==> src/rtl/multicycle_controller.sv <==
// Control FSM for the multicycle RISC core: steps the datapath IF/ID/EX/MEM/WB one micro-step per clock.
// Outputs decode the registered state and current opcode combinationally; only the state is stored.
module multicycle_controller (
    input  logic       clk,
    input  logic       Rst,
    input  logic [4:0] opcode,
    input  logic [1:0] ALUopcode,
    input  logic [2:0] PSW_NZC,
    output logic       Buff_PC,
    output logic       Buff_MEMIns,
    output logic       Buff_PSW,
    output logic       WE_MEM,
    output logic       WE_RF,
    output logic       MEMresource,
    output logic       RBresource,
    output logic       WBresource,
    output logic       PCplus1orWB,
    output logic       oprandB,
    output logic       LI,
    output logic       ALUop,
    output logic       Flag,
    output logic       LIorMOV,
    output logic       ALUorNot,
    output logic       Branch,
    output logic [1:0] Jump,
    output logic [2:0] state,
    output logic       halted,
    output logic       illegal
);

    typedef enum logic [2:0] {
        S_IF   = 3'd0,
        S_ID   = 3'd1,
        S_EX   = 3'd2,
        S_MEM  = 3'd3,
        S_WB   = 3'd4,
        S_HALT = 3'd5
    } state_t;

    localparam logic [4:0] OP_ALU  = 5'b00000;
    localparam logic [4:0] OP_ALUI = 5'b00001;
    localparam logic [4:0] OP_LI   = 5'b00010;
    localparam logic [4:0] OP_LHI  = 5'b00011;
    localparam logic [4:0] OP_MOV  = 5'b00100;
    localparam logic [4:0] OP_LD   = 5'b00101;
    localparam logic [4:0] OP_ST   = 5'b00110;
    localparam logic [4:0] OP_B    = 5'b00111;
    localparam logic [4:0] OP_JMP  = 5'b01000;
    localparam logic [4:0] OP_JAL  = 5'b01001;
    localparam logic [4:0] OP_JR   = 5'b01010;
    localparam logic [4:0] OP_HLT  = 5'b11111;

    state_t cur;
    logic   is_legal;
    logic   is_ctl;
    logic   is_mem;
    logic   uses_imm;
    logic   taken;

    assign is_legal = (opcode <= OP_JR) || (opcode == OP_HLT);
    assign is_ctl   = (opcode == OP_B) || (opcode == OP_JMP) || (opcode == OP_JR);
    assign is_mem   = (opcode == OP_LD) || (opcode == OP_ST);
    assign uses_imm = (opcode == OP_ALUI) || is_mem;

    // Branch condition looks at the live PSW so a B right after an ALU sees fresh flags.
    always_comb begin
        taken = 1'b0;
        case (ALUopcode)
            2'b00: taken = 1'b1;
            2'b01: taken = PSW_NZC[1];
            2'b10: taken = PSW_NZC[2];
            2'b11: taken = PSW_NZC[0];
            default: taken = 1'b0;
        endcase
    end

    always_ff @(posedge clk) begin
        if (!Rst) begin
            cur <= S_IF;
        end else begin
            case (cur)
                S_IF:   cur <= S_ID;
                S_ID: begin
                    if (!is_legal)             cur <= S_IF;
                    else if (opcode == OP_HLT) cur <= S_HALT;
                    else                       cur <= S_EX;
                end
                S_EX: begin
                    if (is_ctl)      cur <= S_IF;
                    else if (is_mem) cur <= S_MEM;
                    else             cur <= S_WB;
                end
                S_MEM:  cur <= (opcode == OP_LD) ? S_WB : S_IF;
                S_WB:   cur <= S_IF;
                S_HALT: cur <= S_HALT;
                default: cur <= S_IF;
            endcase
        end
    end

    assign state = cur;

    always_comb begin
        Buff_PC     = 1'b0;
        Buff_MEMIns = 1'b0;
        Buff_PSW    = 1'b0;
        WE_MEM      = 1'b0;
        WE_RF       = 1'b0;
        MEMresource = 1'b0;
        RBresource  = 1'b0;
        WBresource  = 1'b0;
        PCplus1orWB = 1'b0;
        oprandB     = 1'b0;
        LI          = 1'b0;
        ALUop       = 1'b0;
        Flag        = 1'b0;
        LIorMOV     = 1'b0;
        ALUorNot    = 1'b0;
        Branch      = 1'b0;
        Jump        = 2'b00;
        halted      = 1'b0;
        illegal     = 1'b0;
        case (cur)
            S_IF: Buff_MEMIns = 1'b1;
            S_ID: begin
                RBresource = (opcode == OP_ST);
                oprandB    = uses_imm;
                // Undefined opcodes skip ahead with a plain PC+1.
                illegal    = !is_legal;
                Buff_PC    = !is_legal;
            end
            S_EX: begin
                ALUop    = (opcode == OP_ALU) || (opcode == OP_ALUI) || is_mem;
                oprandB  = uses_imm;
                Flag     = (opcode == OP_ALU) || (opcode == OP_ALUI);
                Buff_PSW = (opcode == OP_ALU) || (opcode == OP_ALUI);
                Buff_PC  = is_ctl;
                Branch   = (opcode == OP_B) && taken;
                if (opcode == OP_JMP)     Jump = 2'b01;
                else if (opcode == OP_JR) Jump = 2'b11;
            end
            S_MEM: begin
                MEMresource = 1'b1;
                WE_MEM      = (opcode == OP_ST);
                Buff_PC     = (opcode == OP_ST);
            end
            S_WB: begin
                WE_RF       = 1'b1;
                Buff_PC     = 1'b1;
                ALUorNot    = (opcode == OP_ALU) || (opcode == OP_ALUI);
                WBresource  = (opcode == OP_LD);
                LIorMOV     = (opcode == OP_LI) || (opcode == OP_LHI);
                LI          = (opcode == OP_LHI);
                PCplus1orWB = (opcode == OP_JAL);
                if (opcode == OP_JAL) Jump = 2'b10;
            end
            S_HALT: halted = 1'b1;
            default: Buff_MEMIns = 1'b1;
        endcase
    end

endmodule

==> config.mk <==
export PLATFORM = sky130hd
export DESIGN_NAME = multicycle_controller
export DESIGN_NICKNAME = d
export VERILOG_FILES = /design/src/rtl/multicycle_controller.sv
export SDC_FILE = /design/constraint.sdc
export NUM_CORES = 1
export LEC_CHECK = 0
export ABC_AREA = 1
export CAP_MARGIN = 30
export CORE_MARGIN = 2
export CORE_UTILIZATION = 30
export DETAILED_ROUTE_END_ITERATION = 10
export PLACE_DENSITY_LB_ADDON = 0.05
export SLEW_MARGIN = 10
export SYNTH_ARGS = -nofsm -noshare
export SYNTH_HDL_FRONTEND = slang
export SYNTH_SLANG_ARGS = --single-unit
==> constraint.sdc <==
create_clock -name clk -period 2.1 [get_ports clk]
set_input_delay 0.21 -clock clk [delete_from_list [all_inputs] [get_ports clk]]
set_output_delay 0.21 -clock clk [all_outputs]
set_load 0.01 [all_outputs]
# Yosys cells after proc, flatten, opt, wreduce, memory -nomap -nowiden
# Index checks and enable logic that the tools add are counted.
dict set report word_totals {
  word_cells 63
  register_bits 3
  out_inout_bits 23
  input_bits 12
}
dict set report op_classes {
  muxes 28
  magnitude_cmp 1
  n_eq_ne 18
  n_reduce_logical 15
}
# cell count
set op_table {}
lappend op_table {{1-bit two-way mux} 16}
lappend op_table {{5-bit by 3-bit equality test with 1-bit output, second input constant} 3}
lappend op_table {{5-bit by 4-bit equality test with 1-bit output, second input constant} 3}
lappend op_table {{3-bit two-way mux} 5}
lappend op_table {{3-bit case mux with 5 select lines} 1}
lappend op_table {{5-bit by 2-bit equality test with 1-bit output, second input constant} 2}
lappend op_table {{1-bit logical OR} 8}
lappend op_table {{1-bit case mux with 4 select lines} 2}
lappend op_table {{3-bit by 2-bit equality test with 1-bit output, second input constant} 2}
lappend op_table {{3-bit equality test, second input constant} 2}
lappend op_table {{2-bit two-way mux} 3}
lappend op_table {{5-bit by 1-bit equality test with 1-bit output, second input constant} 1}
lappend op_table {{5-bit equality test, second input constant} 1}
lappend op_table {{5-bit by 4-bit <= comparator with 1-bit output, second input constant} 1}
lappend op_table {{5-bit zero test} 1}
lappend op_table {{5-bit OR reduction} 1}
lappend op_table {{2-bit equality test, second input constant} 2}
lappend op_table {{2-bit case mux with 2 select lines} 1}
lappend op_table {{3-bit by 1-bit equality test with 1-bit output, second input constant} 1}
lappend op_table {{3-bit zero test} 1}
lappend op_table {{2-bit by 1-bit equality test with 1-bit output, second input constant} 1}
lappend op_table {{2-bit zero test} 1}
lappend op_table {{2-bit OR reduction} 1}
lappend op_table {{1-bit logical AND} 1}
lappend op_table {{1-bit zero test} 1}

# Depth between registers and ports, before layout
dict set report logic_depth {
  word_depth 5
  depth_mapped 7
  mapped_depth_nobuf 7
}

# Worst setup path before layout
# OpenSTA, ideal clock, no wires.
dict set report synth_timing {
  path_type {reg2out}
  from {register cur[2], in the netlist state[2]}
  to {output port Flag}
  required_time_ns 1.890
  n_path_buf 1
  path_stages_with_launch 5
  t_arrival_ns 1.121
  path_slack_ns 0.769
  path_cell_list {dfxtp_1 > nor3_4 > inv_2 > nor2_1 > buf_4}
}
dict set report synth_via {
  elab_chain_len 2
}
# item line_no
set synth_lines {}
lappend synth_lines {{start: declaration} 53} ;# state_t cur;
lappend synth_lines {{start signal: assignment} 93} ;# S_MEM: cur <= (opcode == OP_LD) ? S_WB : S_IF;
lappend synth_lines {{3-bit by 2-bit equality test with 1-bit output} n/a}
lappend synth_lines {{1-bit two-way mux} n/a}
lappend synth_lines {{end: declaration} 21} ;# output logic Flag,
# Every way passes these cells.

# Worst setup path in the final report
dict set report layout_timing {
  from {input port opcode[4]}
  to {output port oprandB}
}
dict set report layout_via {
  elab_chain_len 4
  elab_cells_between_ends 6
  classes_between {eq/ne (3); mux (1); reduce/logical (2)}
}
# item line_no
set layout_lines {}
lappend layout_lines {{start: declaration} 6} ;# input logic [4:0] opcode,
lappend layout_lines {{5-bit by 3-bit equality test with 1-bit output} 62} ;# assign is_mem = (opcode == OP_LD) || (opcode == OP_ST);
lappend layout_lines {{1-bit logical OR} 62}
lappend layout_lines {{1-bit logical OR *} 63} ;# assign uses_imm = (opcode == OP_ALUI) || is_mem;
lappend layout_lines {{1-bit two-way mux *} 123} ;# case (cur)
lappend layout_lines {{end: declaration} 18} ;# output logic oprandB,
# Every way passes the cells marked *; elsewhere a longest branch is shown, timed or not.

==> impl.org <==
** Critical path
- Crit Path Class :: input port to output pin
- Type of origin of the critical path :: input port
- For the worst setup path, the data required time is between 1.5 and 2 ns.
- Total buffers and inverters traversed by the critical path :: 2
- Data arrives at the worst endpoint at 1.80 ns.
- Reg-to-reg critical path startpoint :: state[2]$_SDFF_PN0_
- CP max stage delay :: 0.54 ns
- The worst register-to-register path ends at state[0]$_SDFF_PN0_.
- Worst Reg2Reg Path Length in Cells :: 4
- CP endpoint kind :: output pin
- Grouping stages by cell kind, the critical path spends the most delay in buffers and inverters.
- On the critical path, the stage with the largest delay is an instance of clkdlybuf4s50_1.
- Max FO, Critical Path :: 4
- Traced cell by cell, the critical path runs through clkdlybuf4s50_1 -> nor2_2 -> nand2_1 -> a21oi_2 -> a31oi_1 -> nor2_1 -> clkdlybuf4s50_1.
- Counting stages on the worst path, the most repeated cell is clkdlybuf4s50_1.
- The setup check on the worst reg-to-reg path leaves a slack of 0.98 ns.

** Drt
- Iteration-0 DRC count of the detailed router :: 14
- Final routed wire length divided by cell count :: 9.74 um
- The final layout contains routed wiring with a total length of 1480 um.
- The first TritonRoute pass finished after 4 iterations.
- Detailed-route via count :: approximately 740
- Via density :: 4.86
- Antenna Violating Nets Remaining :: 0
- After detailed routing, the number of remaining DRC violations is 0.

** Logic synthesis
- After Yosys synthesis, and, or, nand and nor cells account for 54.7% of the synthesized area.
- During synthesis, Yosys emitted a total of 0 warnings.
- The share of the Yosys chip area taken by registers is between 10% and 20%.
- Complex-gate fraction of the synthesized area :: between 10% and 20%
- Net count after synthesis :: 108
- The cell area that synthesis handed to floorplanning was 480 sq um.
- Mean cell area of the mapped netlist :: roughly 5 sq um
- By area, the combinational part of the netlist is dominated by simple AND/OR/NAND/NOR gates.
- Count of different cell masters after synthesis :: 18
- Post-synthesis xor/xnor area fraction :: 0%
- Multiplexer cells account for 0% of the synthesized area.
- After Yosys synthesis, full adders, half adders and majority gates account for 0% of the synthesized area.
- Gate count after technology mapping :: 96
- Counting flops and latches in the post-synthesis netlist gives 3.

** Cells and area
- Area growth from synthesis to final layout :: 89.3%
- Max reg flops :: 3
- Leaving out fill and tap cells, the most frequent cells in the layout are clkdlybuf4s50_1 (27), nand2_1 (18), inv_1 (15), nor2_1 (15), nand3_1 (10).
- The net count of the finished layout is 149.
- Filler instances :: 159
- In the final layout, the share of cells above drive strength 1 is 16.2%.
- Once layout is done, the placed cells without fillers occupy 910 sq um.
- Antenna diode instance count :: 0
- Most frequent standard cell in the layout excluding fill and tap cells :: clkdlybuf4s50_1

** Timing
- Final hold violation count :: 0
- Setup repair after global routing left no endpoint under its margin.
- The worst pin sits at a relative slew slack of 80.6%.
- Total negative slack for setup checks :: 0 ns
- Final setup violation count :: 0
- Tcrit/Tclk final :: ~95%
- Between clock sinks in the finished design, the worst skew comes to 0.00362 ns.
- Minimum clock period :: 2.01 ns
- Fmax achieved :: between 0.4 and 0.5 GHz
- For the pin with the worst max-slew slack, the measured transition is 0.291 ns.
- Max-slew violation count :: 0

** Pwr
- Power density over the cells :: ~310 mW/mm^2
- Switching pwr :: about 90 uW
- Peak supply drop :: 359 uV
- In this run, flip-flops and latches consume 24.1% of the power.
- Net switching is between 30% and 40% of the power.
- For this design the static power due to leakage is roughly 0.00048 uW.
- Internal power comes to about 190 uW.
- Clock network fraction of design power :: 34.3%
- Combinational logic burns a little over two fifths of the power.

** Global route
- Sum of overflow across all layers after global routing :: 0
- Antenna violations before repair :: 0
- Entering global routing, the biggest net connects 9 pins.
- Wire length of the first global-routing pass :: 2530 um
- Via count of the first global-routing pass :: between 600 and 700
- Global-route total usage across every layer :: 17.0%

** Clocking
- Worst-skew pair later-pin latency :: approximately 0.23 ns
- Number of CTS-inserted buffers :: 3
- For this design, the sink count on the clock tree is 3.
- TritonCTS built the clock tree.
- The number of setup buffers added after CTS is 0.
- Deepest clock path buffer count :: 2
- CTS HTree Levels :: 1
- Clock transition at path regs :: roughly 0.040 ns
- Clock tree synthesis selected as its root buffer the cell clkbuf_4.

** Status
- Status :: complete, no violations

** Placement
- Routability congestion estimate :: 0.768
- Placed instance area :: 858 sq um
- The wire-length estimate of the detail-placed layout is 1250 um.
- Port Buffer Count :: 34

** Min path
- The worst hold path belongs to the class input port to flip-flop.
- Along the worst hold path, the cell count comes to 5.
- Worst hold start :: opcode[1]
- The worst hold path terminates at state[1]$_SDFF_PN0_.

** Flow run
- Number of maximum-capacitance violations :: 0

** Floorplanning
- After floorplanning, the core was divided into 14 placement rows.
- From bottom edge to top edge, the die measures 44.0 um.
- Area of the die :: 0.00194 sq mm
- The total area inside the core boundary comes to 0.00151 sq mm.
- Starting Density :: 31.9%
- Measured along the x axis, the die boundary spans around 44 um.
- Pin placement for this block handled 35 I/O pins.
tightest hold or removal path: stages:
cell and delay (ns):
dlymetal6s2s_1 0.18, nand4_1 0.16, nand2_1 0.06, nand2_1 0.05, a21oi_1 0.05
cells by family after synthesis:
logic type	after synthesis
AO/OA/AOI/OAI	13
AND/OR/NAND/NOR	58
buffers and inverters	22
flip-flops	3
timing repair:
item                                    4_1_cts  5_1_grt
endpoints found under the setup margin        2       10
resized for setup                             3       12
hold buffers                                  0        0
layer usage:
layer  track usage, %  vias to the layer above  part of all wire, %
met1             21.0                      324                   46
met5                0                        -                    0
met3             3.67                        0                  6.7
met2             29.1                       27                   47
met4             5.45                        0                    0
li1                 -                      387                    -
worst max path at each step:
stage | startpoint | end | cells past startpoint
2_1_floorplan | state[2]$_SDFF_PN0_ | Flag | 4
3_3_place_gp | opcode[2] | ALUop | 5
3_5_place_dp | opcode[3] | WE_MEM | 7
4_1_cts | opcode[3] | Buff_PC | 8
5_1_grt | state[1]$_SDFF_PN0_ | illegal | 8
6_report | opcode[4] | oprandB | 7
power groups by stage:
stage               Sequential, uW  Combinational, uW  Clock, uW
floorplan                     68.6               53.7          0
global placement              67.6                114          0
detailed placement            67.8                115          0
CTS                           67.0                116       99.6
global route                  69.0                130        109
finish                        67.7                117       96.3
final cells by class:
| class | instances | area, sq um | area share [%] |
|---|---|---|---|
| inverter | 20 | 75.1 | 8.25 |
| clock buffer | 4 | 26.3 | 2.89 |
| tap | 16 | 20.0 | 2.20 |
| sequential | 3 | 62.6 | 6.88 |
| timing repair buffer | 38 | 380 | 41.8 |
| multi-input combinational | 71 | 345 | 38.0 |
cells in the mapped netlist:
master / n / area [sq um]
inv_1: 17 / 63.8
nor2_2: 2 / 12.5
nor3_1: 6 / 30.0
nand3_1: 10 / 50.1
nor2_1: 18 / 67.6
inv_2: 3 / 11.3
clkbuf_2: 1 / 5.00
a21oi_1: 5 / 25.0
nand2_2: 1 / 6.26
dfxtp_1: 3 / 60.1
nor3_4: 1 / 16.3
nand4_1: 1 / 6.26
a21oi_2: 1 / 8.76
buf_4: 1 / 7.51
nand2_1: 18 / 67.6
a31oi_1: 1 / 6.26
nor4_1: 1 / 6.26
o21ai_0: 6 / 30.0
stage by stage:
stage,utilization (%),std cells,total power (uW),setup WS (ns),hold WS (ns)
floorplan,-,96,122,0.769,0.342
global placement,57.0,148,181,0.00419,0.693
detailed placement,57.0,148,182,0.00186,0.700
CTS,58.7,152,283,0.00475,0.560
global route,60.4,152,308,0.000122,0.558
finish,60.4,152,281,0.0950,0.537
No activity file was read; power rests on OpenSTA's default activity.
